**src/rtl/single_result_collector.sv**
```systemverilog
// Result collector: FWFT FIFO behind the non-stallable converter, with batch counting and a sticky drop flag.
// Optional SINGLE_NAN_CHECK_EN adds a sticky nan_flag for pushed words whose exponent is all ones.
module single_result_collector #(
  parameter int DATA_W    = 32,
  parameter int DEPTH     = 8,
  parameter int PTR_W     = 3,
  parameter int BATCH_LEN = 6
) (
  input  logic              clk,
  input  logic              rst,
  input  logic              sta,
  input  logic              in_valid,
  input  logic [DATA_W-1:0] in_data,
  input  logic              out_ready,
  output logic              out_valid,
  output logic [DATA_W-1:0] out_data,
  output logic [PTR_W:0]    count,
  output logic              overflow,
  output logic              batch_done
`ifdef SINGLE_NAN_CHECK_EN
  ,
  output logic              nan_flag
`endif
);

  localparam logic [PTR_W:0] DEPTH_C = (PTR_W+1)'(DEPTH);
  localparam logic [7:0]     BLEN_C  = 8'(BATCH_LEN);

  logic [DATA_W-1:0] mem_q [DEPTH];
  logic [PTR_W-1:0]  wr_ptr_q, wr_ptr_d;
  logic [PTR_W-1:0]  rd_ptr_q, rd_ptr_d;
  logic [PTR_W:0]    count_q, count_d;
  logic              overflow_q, overflow_d;
  logic [7:0]        bcnt_q, bcnt_d;
  logic              batch_done_q, batch_done_d;
  logic              push, pop;

  always_comb begin
    pop  = (count_q != '0) && out_ready;
    // A full FIFO still accepts a word when the head leaves in the same cycle.
    push = in_valid && ((count_q != DEPTH_C) || pop);

    wr_ptr_d = push ? wr_ptr_q + PTR_W'(1) : wr_ptr_q;
    rd_ptr_d = pop  ? rd_ptr_q + PTR_W'(1) : rd_ptr_q;

    count_d = count_q;
    case ({push, pop})
      2'b10:   count_d = count_q + (PTR_W+1)'(1);
      2'b01:   count_d = count_q - (PTR_W+1)'(1);
      default: count_d = count_q;
    endcase

    overflow_d = overflow_q;
    if (sta)
      overflow_d = 1'b0;
    if (in_valid && !push)
      overflow_d = 1'b1;

    // Counter saturates at BATCH_LEN so later strobes cannot re-pulse batch_done.
    bcnt_d = sta ? 8'd0 : bcnt_q;
    if (in_valid && (bcnt_d != BLEN_C))
      bcnt_d = bcnt_d + 8'd1;
    batch_done_d = in_valid && (bcnt_d == BLEN_C) && (sta || (bcnt_q != BLEN_C));
  end

  always_ff @(posedge clk) begin
    if (push)
      mem_q[wr_ptr_q] <= in_data;
  end

  always_ff @(posedge clk or negedge rst) begin
    if (!rst) begin
      wr_ptr_q     <= '0;
      rd_ptr_q     <= '0;
      count_q      <= '0;
      overflow_q   <= 1'b0;
      bcnt_q       <= 8'd0;
      batch_done_q <= 1'b0;
    end else begin
      wr_ptr_q     <= wr_ptr_d;
      rd_ptr_q     <= rd_ptr_d;
      count_q      <= count_d;
      overflow_q   <= overflow_d;
      bcnt_q       <= bcnt_d;
      batch_done_q <= batch_done_d;
    end
  end

  assign out_valid  = (count_q != '0);
  assign out_data   = mem_q[rd_ptr_q];
  assign count      = count_q;
  assign overflow   = overflow_q;
  assign batch_done = batch_done_q;

`ifdef SINGLE_NAN_CHECK_EN
  logic nan_q, nan_d;

  always_comb begin
    nan_d = sta ? 1'b0 : nan_q;
    if (push && (in_data[30:23] == 8'hFF))
      nan_d = 1'b1;
  end

  always_ff @(posedge clk or negedge rst) begin
    if (!rst)
      nan_q <= 1'b0;
    else
      nan_q <= nan_d;
  end

  assign nan_flag = nan_q;
`endif

endmodule

```
**config.mk**
```make
export PLATFORM = sky130hd
export DESIGN_NAME = single_result_collector
export DESIGN_NICKNAME = d
export VERILOG_FILES = /design/src/rtl/single_result_collector.sv
export SDC_FILE = /design/constraint.sdc
export NUM_CORES = 1
export LEC_CHECK = 0
export BUFFER_PORTS_ARGS = -buffer_cell sky130_fd_sc_hd__buf_2
export CAP_MARGIN = 20
export CORE_MARGIN = 3
export CORE_UTILIZATION = 25
export DETAILED_ROUTE_END_ITERATION = 8
export GPL_TIMING_DRIVEN = 0
export SLEW_MARGIN = 20
export SYNTH_ARGS = -nofsm -noshare
export SYNTH_HDL_FRONTEND = slang
export SYNTH_SLANG_ARGS = --single-unit
```
**constraint.sdc**
```tcl
create_clock -name clk -period 7.9 [get_ports clk]
set_clock_uncertainty 0.2 [all_clocks]
set_input_delay 0.79 -clock clk [delete_from_list [all_inputs] [get_ports clk]]
set_output_delay 0.79 -clock clk [all_outputs]
set_load 0.05 [all_outputs]
```
# Word level (Yosys, flattened, before mapping)
# Memory sizes are Yosys's and may differ from the RTL's.
# Index checks and enable logic that the tools add are counted.
# op_classes
n_mux	7
n_addsub	5
n_eq_ne	6
reduce_logical	12
# ops
op	count
8-bit 2-to-1 mux	2
8-bit by 3-bit != test with 1-bit output, second input constant	2
8-bit by 1-bit adder with 8-bit output, second input constant	1
8-bit by 3-bit == test with 1-bit output, second input constant	1
4-bit case mux with 2 select lines	1
3-bit by 1-bit adder with 3-bit output, second input constant	2
1-bit logical AND	6
4-bit by 1-bit adder with 4-bit output, second input constant	1
1-bit 2-to-1 mux	4
4-bit != test, second input constant	1
2-bit nonzero test	2
4-bit nonzero test	1
4-bit by 1-bit subtractor with 4-bit output, second input constant	1
2-bit by 1-bit == test with 1-bit output, second input constant	1
2-bit == test, second input constant	1
1-bit logical OR	2
1-bit logical NOT	1
# word_totals
output_inout_bits	39
n_memories	1
word_cells	37
input_bits	37
reg_bits	20
ramBits	256
# memory_table
name	depth	word_bits	read_ports	rd_clocked_by_memory_dff	wr	line_no	text
mem_q	8	32	1	0	1	29	logic [DATA_W-1:0] mem_q [DEPTH];

# Logic depth before layout (Yosys ltp)
# depth
ltp_word	7
depth_mapped	10
mapped_depth_nobuf	10

# Worst setup path after synthesis
# No wires, ideal clock.
# synth_path
path_kind	input to register
from	in out_ready
to	mem mem_q[1][0] (enable)
arrival_time_ps	3524
path_stages	4
n_path_buf	0
setup_slack_ps	3715
setup_time_ps	461
required_time_ps	7239
cell_sequence	nand2b_1 o21ai_2 or2_2 nor3_1
# synth_between
elab_chain_cells	5
# synth_rtl
item	line_no	text
start, declared	14	input logic out_ready,
1-bit logical AND	39	pop = (count_q != '0) && out_ready;
1-bit logical OR	41	push = in_valid && ((count_q != DEPTH_C) || pop);
1-bit logical AND	41	
1-bit 2-to-1 mux	67	if (push)
1-bit 2-to-1 mux (implied by the code)	68	mem_q[wr_ptr_q] <= in_data;
end, declared	29	
# No other way between the ends.

# Worst setup path after layout
# layout_path
from	reg rd_ptr_q[1]
to	out out_data[24]
# layout_between
elab_chain_cells	1
# layout_rtl
item	line_no	text
start, declared	31	logic [PTR_W-1:0] rd_ptr_q, rd_ptr_d;
start signal, assigned	81	rd_ptr_q <= rd_ptr_d;
memory 8 x 32 bit	--	
end, declared	16	output logic [DATA_W-1:0] out_data,
# No other way between the ends.

==> impl_metrics.json <==
{
  "status": "complete, no violations",
  "max_stage_delay_ns": 0.65,
  "wl_per_cell_um": 19.2,
  "cts.sinks": 276,
  "drt_iter0_markers": 347,
  "rsz0062_at_grt": "no",
  "cts.clk_slew.worst_paths_ns": 0.06,
  "max_freq_ghz": 0.262,
  "endpoint_kind": "output port",
  "final_hold_viol_count": 0,
  "cts_tree": "done",
  "ys_warn_count": 0,
  "synth.net_count": 534,
  "fin_crit_ns": 3.82,
  "synth_top_area_cell": "edfxtp_1",
  "path_cells": "buf_2 > buf_1 > mux4_2 > mux2_2 > buf_2",
  "maxCapViolations": 0,
  "num_io_pins": 76,
  "start_util": 0.256,
  "whs_ns": 0.316,
  "cts-root-buf": "clkbuf_16",
  "worst_slew_pin_slew_ns": 0.894,
  "place.gp.congestion": 0.669,
  "cp_common_cell": "buf_2",
  "drc": 0,
  "clkLatencyLatePin_ns": 0.54,
  "grtUsageMet1": 0.138,
  "die_area_um2": 46100,
  "syn_inst": 491,
  "period_share": 0.483,
  "arrival_ns": 2.83,
  "die_w_um": 215,
  "p_leak_nw": 4.42,
  "finalSetupViolCount": 0,
  "ys_types": 42,
  "grt_pass1_vias": 5391,
  "hpwl_um": 14900,
  "cts_buffers": 28,
  "synth-seq-area-share": 0.752,
  "overflow": 0,
  "hold_class": "primary input to register",
  "wirelength_um": 23300,
  "htree_levels": 1,
  "synth.most_common_cell": "edfxtp_1",
  "max-vdd-ir-drop_v": 0.000226,
  "via_count": 5097,
  "slew_viol_final": 0,
  "syn_area_per_cell_um2": 22.2,
  "dr.pass1.iters": 4,
  "core_area_um2": 42500,
  "synthFlopType": "edfxtp_1",
  "rows": 75,
  "grt_max_degree": 21,
  "yosysTopAreaCellShare": 0.706,
  "use_met3": 0.0197,
  "clk_path_buf_depth": 3,
  "ys_top_cells_by_area": "edfxtp_1 71%, mux4_2 7.4%, mux4_1 6.8%",
  "synth_edf_count": 256,
  "drive_above_1_share": 0.351,
  "port-buffer-count": 75,
  "track_usage": 0.0995,
  "grt_pass1_wl_um": 34900,
  "die_h_um": 215,
  "setup_tns_ns": 0,
  "slowest_stage": "buf_1",
  "critPathLaunchType": "register",
  "fin_util": 0.310,
  "ant_nets": 0,
  "avgViaCountPerCell": 4.21,
  "area_growth_pct": 21.1,
  "synth_async_sr_flop_share": 0.0725,
  "max_slew_margin": 0.404,
  "ys_ff_latch": 276,
  "syn_area_um2": 10900,
  "fin_nets": 656,
  "post_cts_buffers": 0,
  "synth_common_cells": "256 x edfxtp_1, 36 x mux4_2, 32 x mux2_2",
  "powerDensity_nw_per_um2": 385,
  "ctsResizeCount": 0,
  "globalRouteMet2Util": 0.163,
  "critPathMaxFanout": 10,
  "worstPathRequired_ns": 6.91,
  "crit_type": "register to output port",
  "antenna_found_initial": 3,
  "grt-busiest-layer": "met2"
}
## report_power, final
part | internal [mW] | leakage, nW | total (mW) | switching, mW
combinational | 0.694 | 1.39 | 1.91 | 1.22
sequential | 1.80 | 2.58 | 1.86 | 0.0604
clock | 0.757 | 0.443 | 1.30 | 0.541
## logic make-up after synthesis
family / count (synthesis) / synth area share
AND/OR/NAND/NOR: 51 / 0.0248
flip-flops: 276 / 0.752
XOR/XNOR: 12 / 0.00966
multiplexers: 99 / 0.178
adder cells (fa/ha/maj): 6 / 0.00759
buffers and inverters: 33 / 0.0194
AO/OA/AOI/OAI: 14 / 0.00816
## flip-flops by register name (all words and copies together) (netlist names)
| signal | flops |
|---|---|
| mem_q | 256 |
| rd_ptr_q | 3 |
| batch_done | 1 |
| overflow | 1 |
| wr_ptr_q | 3 |
| count | 4 |
| bcnt_q | 8 |
## final timing paths
path	slack [ns]	cells past startpoint	start	endpoint
max	4.08	5	rd_ptr_q[1]	out_data[24]
min	0.32	1	in_data[30]	mem_q[7][30]
max reg2reg	4.96	9	count[0]	count[3]
min reg2reg	0.32	2	wr_ptr_q[0]	wr_ptr_q[0]
max in group asynchronous	6.63	2	rst	batch_done
min in group asynchronous	0.53	2	rst	count[1]
## final cells by class
type / instances / area [um^2]
clock buffers: 33 / 729
clock inverters: 16 / 173
diodes: 1 / 2.50
repair buffers: 92 / 611
well taps: 577 / 722
plain buffers: 23 / 174
multi-input cells: 182 / 2540
inverters: 10 / 37.5
fillers: 4127 / 29300
flip-flops and latches: 276 / 8190
## metal layers
| layer | share of wire | vias to the layer above | routed length (um) |
|---|---|---|---|
| li1 | - | 2287 | - |
| met1 | 0.46 | 2677 | 10800 |
| met2 | 0.48 | 88 | 11200 |
| met3 | 0.037 | 41 | 868 |
| met4 | 0.018 | 4 | 425 |
| met5 | 0.00060 | - | 14 |
## placed cells by master, fill, tap and decap left out, drive strengths merged, types with 8 or more instances in the layout
cell	count
mux2	34
nand2	9
edfxtp	256
nor2	14
inv	11
dfrtp	20
clkbuf	42
clkinv	11
buf	105
xor2	8
mux4	64
## what timing repair did
action | 4_1_cts | 5_1_grt
endpoints found under the setup margin | 0 | 0
endpoints found under the hold margin | 2 | 0
hold buffers | 1 | 0
## critical path, delay by kind of cell, from the launching register on
family	cells	cell delay [ns]
buf+inv	3	1.15
mux	2	0.72
flops	1	0.41
## per-stage QoR
| stage | instance area, um^2 | power, mW | std cells | worst slack, ns |
|---|---|---|---|---|
| global placement | 12000 | 3.79 | 1143 | 1.18 |
| global route | 13200 | 5.33 | 1209 | 3.90 |
| detailed placement | 12300 | 3.86 | 1159 | 4.56 |
| finish | 13200 | 5.07 | 1210 | 4.08 |
| CTS | 13200 | 5.18 | 1209 | 3.96 |
| floorplan | 10900 | 3.30 | 491 | 3.72 |
Note: power is estimated with default switching activity, not from simulation.
